## config.mk

```make
export PLATFORM = sky130hd
export DESIGN_NAME = tt_um_kavinmalar_serial_adder
export DESIGN_NICKNAME = d
export VERILOG_FILES = /design/src/rtl/tt_um_kavinmalar_serial_adder.sv
export SDC_FILE = /design/constraint.sdc
export NUM_CORES = 1
export LEC_CHECK = 0
export CORE_MARGIN = 2
export CORE_UTILIZATION = 46
export DETAILED_ROUTE_END_ITERATION = 10
export GPL_TIMING_DRIVEN = 1
export PLACE_DENSITY = 0.74
export SLEW_MARGIN = 20
export SYNTH_ARGS = -nofsm -noshare
export SYNTH_HDL_FRONTEND = slang
export SYNTH_SLANG_ARGS = --single-unit
```

## constraint.sdc

```tcl
create_clock -name clk -period 1.4 [get_ports clk]
set_input_delay 0.21 -clock clk [delete_from_list [all_inputs] [get_ports clk]]
set_output_delay 0.21 -clock clk [all_outputs]
set_load 0.03 [all_outputs]
```

## src/rtl/tt_um_kavinmalar_serial_adder.sv

```systemverilog
// Bit-serial 8-bit adder tile: two half adders plus a carry flop,
// applied LSB-first to the loaded operands, one bit per enabled clock.
module tt_um_kavinmalar_serial_adder #(
  parameter int WIDTH = 8
) (
  input  logic       clk,
  input  logic       rst_n,
  input  logic       ena,
  input  logic [7:0] ui_in,
  input  logic [7:0] uio_in,
  output logic [7:0] uo_out,
  output logic [7:0] uio_out,
  output logic [7:0] uio_oe
);

  typedef enum logic [1:0] {
    IDLE = 2'd0,
    RUN  = 2'd1,
    DONE = 2'd2
  } state_t;

  state_t state_q, state_d;

  logic [WIDTH-1:0] a_reg, b_reg;
  logic [WIDTH-1:0] a_sh, b_sh, s_sh;
  logic [WIDTH-1:0] result_q;
  logic [2:0]       cnt;
  logic             c_q, cout_q, start_q;

  logic load_a, load_b, start, start_ev, last;
  logic h1, g1, s, g2, c_next;
  logic busy, done;

  assign load_a   = uio_in[0];
  assign load_b   = uio_in[1];
  assign start    = uio_in[2];
  assign start_ev = start & ~start_q;
  assign last     = (cnt == 3'(WIDTH - 1));

  logic unused_in;
  assign unused_in = &{1'b0, uio_in[7:3]};

  // Full adder built from two half-adder stages
  assign h1     = a_sh[0] ^ b_sh[0];
  assign g1     = a_sh[0] & b_sh[0];
  assign s      = h1 ^ c_q;
  assign g2     = h1 & c_q;
  assign c_next = g1 | g2;

  always_ff @(posedge clk) begin
    if (!rst_n)   state_q <= IDLE;
    else if (ena) state_q <= state_d;
  end

  always_comb begin
    state_d = state_q;
    unique case (state_q)
      IDLE, DONE: if (start_ev) state_d = RUN;
      RUN:        if (last)     state_d = DONE;
      default:                  state_d = IDLE;
    endcase
  end

  always_ff @(posedge clk) begin
    if (!rst_n) begin
      a_reg    <= '0;
      b_reg    <= '0;
      a_sh     <= '0;
      b_sh     <= '0;
      s_sh     <= '0;
      result_q <= '0;
      cnt      <= '0;
      c_q      <= 1'b0;
      cout_q   <= 1'b0;
      start_q  <= 1'b0;
    end else if (ena) begin
      start_q <= start;
      unique case (state_q)
        IDLE, DONE: begin
          if (load_a) a_reg <= ui_in;
          if (load_b) b_reg <= ui_in;
          // Start sees the pre-load operands
          if (start_ev) begin
            a_sh <= a_reg;
            b_sh <= b_reg;
            s_sh <= '0;
            c_q  <= 1'b0;
            cnt  <= '0;
          end
        end
        RUN: begin
          s_sh <= {s, s_sh[WIDTH-1:1]};
          a_sh <= {1'b0, a_sh[WIDTH-1:1]};
          b_sh <= {1'b0, b_sh[WIDTH-1:1]};
          c_q  <= c_next;
          cnt  <= cnt + 3'd1;
          if (last) begin
            result_q <= {s, s_sh[WIDTH-1:1]};
            cout_q   <= c_next;
          end
        end
        default: ;
      endcase
    end
  end

  always_comb begin
    busy    = (state_q == RUN);
    done    = (state_q == DONE);
    uo_out  = result_q;
    uio_out = {1'b0, cout_q, done, busy, 4'b0000};
    uio_oe  = 8'b0111_0000;
  end

endmodule

```

* Word level (Yosys, flattened, before mapping)
Index checks and enable logic that the tools add are counted.
** Cells by class
- Equality and inequality tests :: 5
- Divide/modulo/power cells :: 0
- Reductions and logical operators :: 8
- Shift operators :: 0
- Mux-type cells :: 13
- Multipliers :: 0
- Add/subtract/negate cells :: 1
- Order comparisons :: 0
- Bitwise operators :: 7
** Operators by type and width (count)
- $pmux W8 S2 :: 3
- $mux W8 :: 3
- $reduce_and A3 Y1 :: 5
- $pmux W3 S2 :: 1
- $mux W2 :: 2
- $ne A2 B2 Y1 const B :: 2
- $pmux W2 S2 :: 1
- $add A3 B1 Y3 const B :: 1
- $and A1 B1 Y1 :: 3
- $eq A3 B3 Y1 const B :: 1
- $mux W3 :: 1
- $eq A2 B1 Y1 const B :: 1
- $eq A2 B2 Y1 const B :: 1
- $logic_not A2 Y1 :: 1
- $pmux W1 S2 :: 1
- $reduce_bool A2 Y1 :: 1
- $reduce_or A2 Y1 :: 1
- $xor A1 B1 Y1 :: 2
- $mux W1 :: 1
- $not A1 Y1 :: 1
- $or A1 B1 Y1 :: 1
** Storage, ports and cells
- Memory bits (read-only) :: 0
- Register bits :: 56
- Bits in latches :: 0
- Bits of input ports :: 19
- Memories kept :: 0
- RAM bits :: 0
- Word-level logic and storage cells :: 45
- Output and inout bits :: 24

* Longest topological paths before layout
- Depth in word-level cells :: 4
- Mapped depth :: 6
- Gate-level depth less buffers :: 5

* Worst setup path after synthesis
No wires, ideal clock.
- Path kind :: register to register
- Start :: register state_q[0]
- End :: register s_sh[7]
- Setup time :: 0.117 ns
- Slack :: 0.040 ns
- Path buffers :: 3
- Clock period less this slack :: 1.360 ns
- Data required time :: 1.283 ns
- Arrival time :: 1.243 ns
- Stages on the path, launching flop included :: 7
- Cells stage by stage :: dfxtp_1 -> buf_6 -> nand4bb_1 -> buf_2 -> and3_4 -> buf_6 -> a22o_1
** On the way
- Word-level cells in the longest chain between the ends :: 4
- Elaborated cells on any way between the ends :: 8
- Those cells by class :: eq/ne (3); mux (1); reduce/logical (4)
** RTL lines
- start, declared :: RTL line 22 : state_t state_q, state_d;
- start signal, assigned :: RTL line 52 : else if (ena) state_q <= state_d;
- $eq A2 B2 Y1 / $logic_not A2 Y1 (equally long branches) :: RTL line 78 : unique case (state_q)
- $reduce_or A2 Y1 :: RTL line 78
- $ne A2 B2 Y1 (no line) / $reduce_bool A2 Y1 (equally long branches)
- $reduce_and A3 Y1 (no line)
- end signal, assigned :: RTL line 92 : s_sh <= {s, s_sh[WIDTH-1:1]};
- end, declared :: RTL line 25 : logic [WIDTH-1:0] a_sh, b_sh, s_sh;
Parallel ways exist; a longest one is shown, timed or not.
A chain may end at the register's enable or synchronous reset.

* Final worst setup path
- Start :: input uio_in[2]
- End :: register b_sh[1]
** On the way
- Word-level cells in the longest chain between the ends :: 3
** RTL lines
- start, declared :: RTL line 10 : input logic [7:0] uio_in,
- $and A1 B1 Y1 :: RTL line 37 : assign start_ev = start & ~start_q;
- $ne A2 B2 Y1 (no line)
- $reduce_and A3 Y1 (no line)
- end signal, assigned :: RTL line 85 : b_sh <= b_reg;
- end signal, assigned :: RTL line 94 : b_sh <= {1'b0, b_sh[WIDTH-1:1]};
- end, declared :: RTL line 25
No other way between the ends.

==> impl.org <==
** Floorplanning
- Core outline area :: 0.00469 sq mm
- Die Outline Area :: 0.00541 sq mm
- In this run the core area contains 25 standard-cell rows.
- Die Y :: 73.5 um
- The floorplan step set the die width to 73.5 um.
- Effective utilization at floorplan :: 47.4%
- Pin placement for this block handled 43 I/O pins.

** Routing
- Final wirelength :: 3920 um
- DRT iter0 DRCs :: 108
- Wirelength per Cell :: 13.1 um
- The pre-antenna-repair detailed-routing pass consisted of 4 iterations.
- Dividing the detail-routed via count by the number of cells gives 5.16.
- The count of nets left with antenna violations once routing finished came out at 0.
- The detailed router placed 1,542 vias in this run.
- Remaining design rule violation count :: 0

** Clock network
- Buffers inserted during post-CTS setup optimization :: 0
- Worst skew pair latency :: 0.30 ns
- Max Buffers Root-to-Sink :: 2
- TritonCTS created 5 clock buffers.
- The clock drives 55 sinks.
- TritonCTS built the clock tree.
- Clock tree synthesis selected as its root buffer the cell clkbuf_8.
- After clock tree synthesis, the clock-pin slew on the worst setup and hold paths is 0.09 ns.
- The H-tree generated during clock tree synthesis spans 2 levels.
- The number of hold buffers added after CTS was 0.

** Power
- VDD sags by at most 0.813 mV.
- The analysis attributes to cell leakage a power of 1.16 nW.
- Power spread over the standard cell area amounts to 1220 mW/mm^2.

** Final layout
- Fill cells in the final layout number 430.
- The number of antenna diodes in the final layout is 0.
- Across the whole layout, storage elements account for 0.00110 sq mm.
- Layout Area Growth over Synthesis :: 18.9%
- The net count of the finished layout is 266.
- The top cell types in the final layout, fill and taps aside, are dfxtp_1, nand2_1, nor2_1.
- The library cell used most frequently in the layout, excluding fill and tap cells, is dfxtp_1.
- Share of cells above drive strength 1 :: 15.1%
- The multi-input combinational cells in the finished layout cover a total of 955 sq um.

** Worst setup path
- Number of buffers and inverters on the critical path :: 2
- Critical path fanouts, max :: 16
- The slowest stage of the critical path is the clkdlybuf4s50_1 cell.
- Crit Path Category :: in -> reg
- Data on the critical path arrives at its endpoint at 1.55 ns.
- Kind of cell with the highest combined delay on the critical path :: buffers and inverters
- WP data required :: 1.61 ns
- Critical Path, Cell by Cell :: clkdlybuf4s50_1, nand4bb_1, buf_4, o221a_2, o21a_1
- Crit end category :: register
- STA classifies the critical path startpoint as an input port.
- For this run, the slowest stage of the critical path takes 0.52 ns.

** Global routing
- For this run the aggregate overflow at the end of global routing stands at 0.
- Antenna violations before repair :: 0
- Wire length of the first global-routing pass :: 6820 um
- In the global route stage, overall resource usage came out at 16.6%.
- Largest net degree at the start of global routing :: 29
- The number of global-route vias before repair was 1,476.

** Timing
- Setup repair after global routing left no endpoint under its margin.
- The hold violation count in the final report is 0.
- Maximum operating frequency :: 744 MHz
- Crit path time final :: 1.34 ns
- Setup slack closes at 0.0564 ns.
- Worst setup skew after layout :: 0.00313 ns
- Worst Hold Margin :: 0.455 ns
- The final count of pins violating max slew came to 0.
- Post-route fraction of the period consumed by the critical path :: 96.0%
- Final setup violation count :: 0

** Placed design
- GPL Wtd Cong :: 0.710
- Dpl hpwl :: 2780 um
- # port buffers :: 24
- Post-placement setup slack :: -0.261 ns

** Synthesis
- Yosys reg bits :: 55
- Gate count of the mapped netlist :: 217
- The Yosys step of the flow raised 0 warnings.
- Post-synth cell types :: 28
- Fraction of the yosys area taken by sequential cells :: 49.5%
- The cell area that synthesis handed to floorplanning was 0.00222 sq mm.
- Average instance area after synthesis :: 10.2 sq um

** Run status
- The run finished with clean final reports.

** Job
- Total of max-cap violations :: 0

** Worst hold path
- Type of the tightest min-delay check :: reg -> reg
worst register-to-register path, stage by stage (launching register included):
cell and delay [ns]:
dfxtp_2 0.33, nand4bb_1 0.27, buf_4 0.25, o221a_2 0.26
o21a_1 0.09
cells in the mapped netlist:
cell type	count	share of area (%)
o221a_1	9	4.6
buf_2	9	2.0
nand4b_1	1	0.39
a21oi_1	12	2.7
o21ai_0	1	0.22
buf_1	1	0.17
nand4bb_1	1	0.51
nand2b_1	1	0.28
and3_4	1	0.51
clkbuf_1	3	0.51
o21a_1	14	4.7
and4b_1	1	0.45
fa_1	1	0.90
conb_1	2	0.34
nand2_1	24	4.1
nand3b_1	3	1.0
inv_1	1	0.17
a22o_1	10	3.9
mux2i_1	17	7.7
o22ai_1	2	0.56
buf_6	2	1.0
nor2_1	18	3.0
buf_4	17	5.7
ha_1	2	1.1
mux2_2	1	0.51
nor2b_1	3	0.84
o221a_2	5	2.5
dfxtp_1	55	50
path summary, 6_finish.rpt:
path	slack, ns	start	cells after the start	to
hold / removal	0.45	uo_out[3]	2	uo_out[3]
setup / recovery	0.06	uio_in[2]	5	b_sh[1]
hold reg to reg	0.45	uo_out[3]	2	uo_out[3]
setup reg to reg	0.10	state_q[0]	4	b_sh[1]
metal layers:
metal	share of wire, %	vias up	routed length [um]	track usage (%)
li1	-	783	-	-
met1	49	725	1900	21.0
met2	47	32	1850	26.8
met3	3.8	2	148	5.49
met4	0.43	0	17	4.85
met5	0	-	0	0
cell type report:
class,count,share of cell area (%)
multi-input combinational,140,36.1
sequential,55,41.8
clock buffer,6,2.75
tap,54,2.56
timing repair buffer,41,14.4
clock inverter,2,2.27
inverter,1,0.142
power breakdown:
part | switching, mW | internal [mW] | leakage, nW | total [mW]
clock | 0.493 | 0.714 | 0.0654 | 1.21
combinational | 0.184 | 0.170 | 0.651 | 0.353
sequential | 0.0379 | 1.63 | 0.448 | 1.67
through the flow:
stage          util, %  setup TNS (ns)  power, mW  std cells  instance area, sq um
3_5_place_dp      53.5           -7.22       2.06        291                  2510
3_3_place_gp      53.5           -6.10       2.05        291                  2510
2_1_floorplan        -               0       1.98        228                  2260
4_1_cts           56.1               0       3.27        299                  2630
5_1_grt           56.3               0       3.38        299                  2640
6_report          56.3               0       3.23        299                  2640
repair_timing:
action | 4_1_cts | 5_1_grt
resized for setup | 9 | 5
pin swaps | 0 | 0
endpoints found under the setup margin | 9 | 7
kinds of logic (layout without fill, tap and decap cells):
logic type / after synthesis / in the layout / synth area share [%]
other: 2 / 13 / 0.338
and+or+nand+nor: 53 / 53 / 11.1
adders and majority gates: 3 / 3 / 2.03
buffers and inverters: 33 / 50 / 9.62
AOI/OAI and AO/OA: 53 / 53 / 19.2
muxes: 18 / 18 / 8.16
DFF: 55 / 55 / 49.5
(Power assumes the default switching activity.)
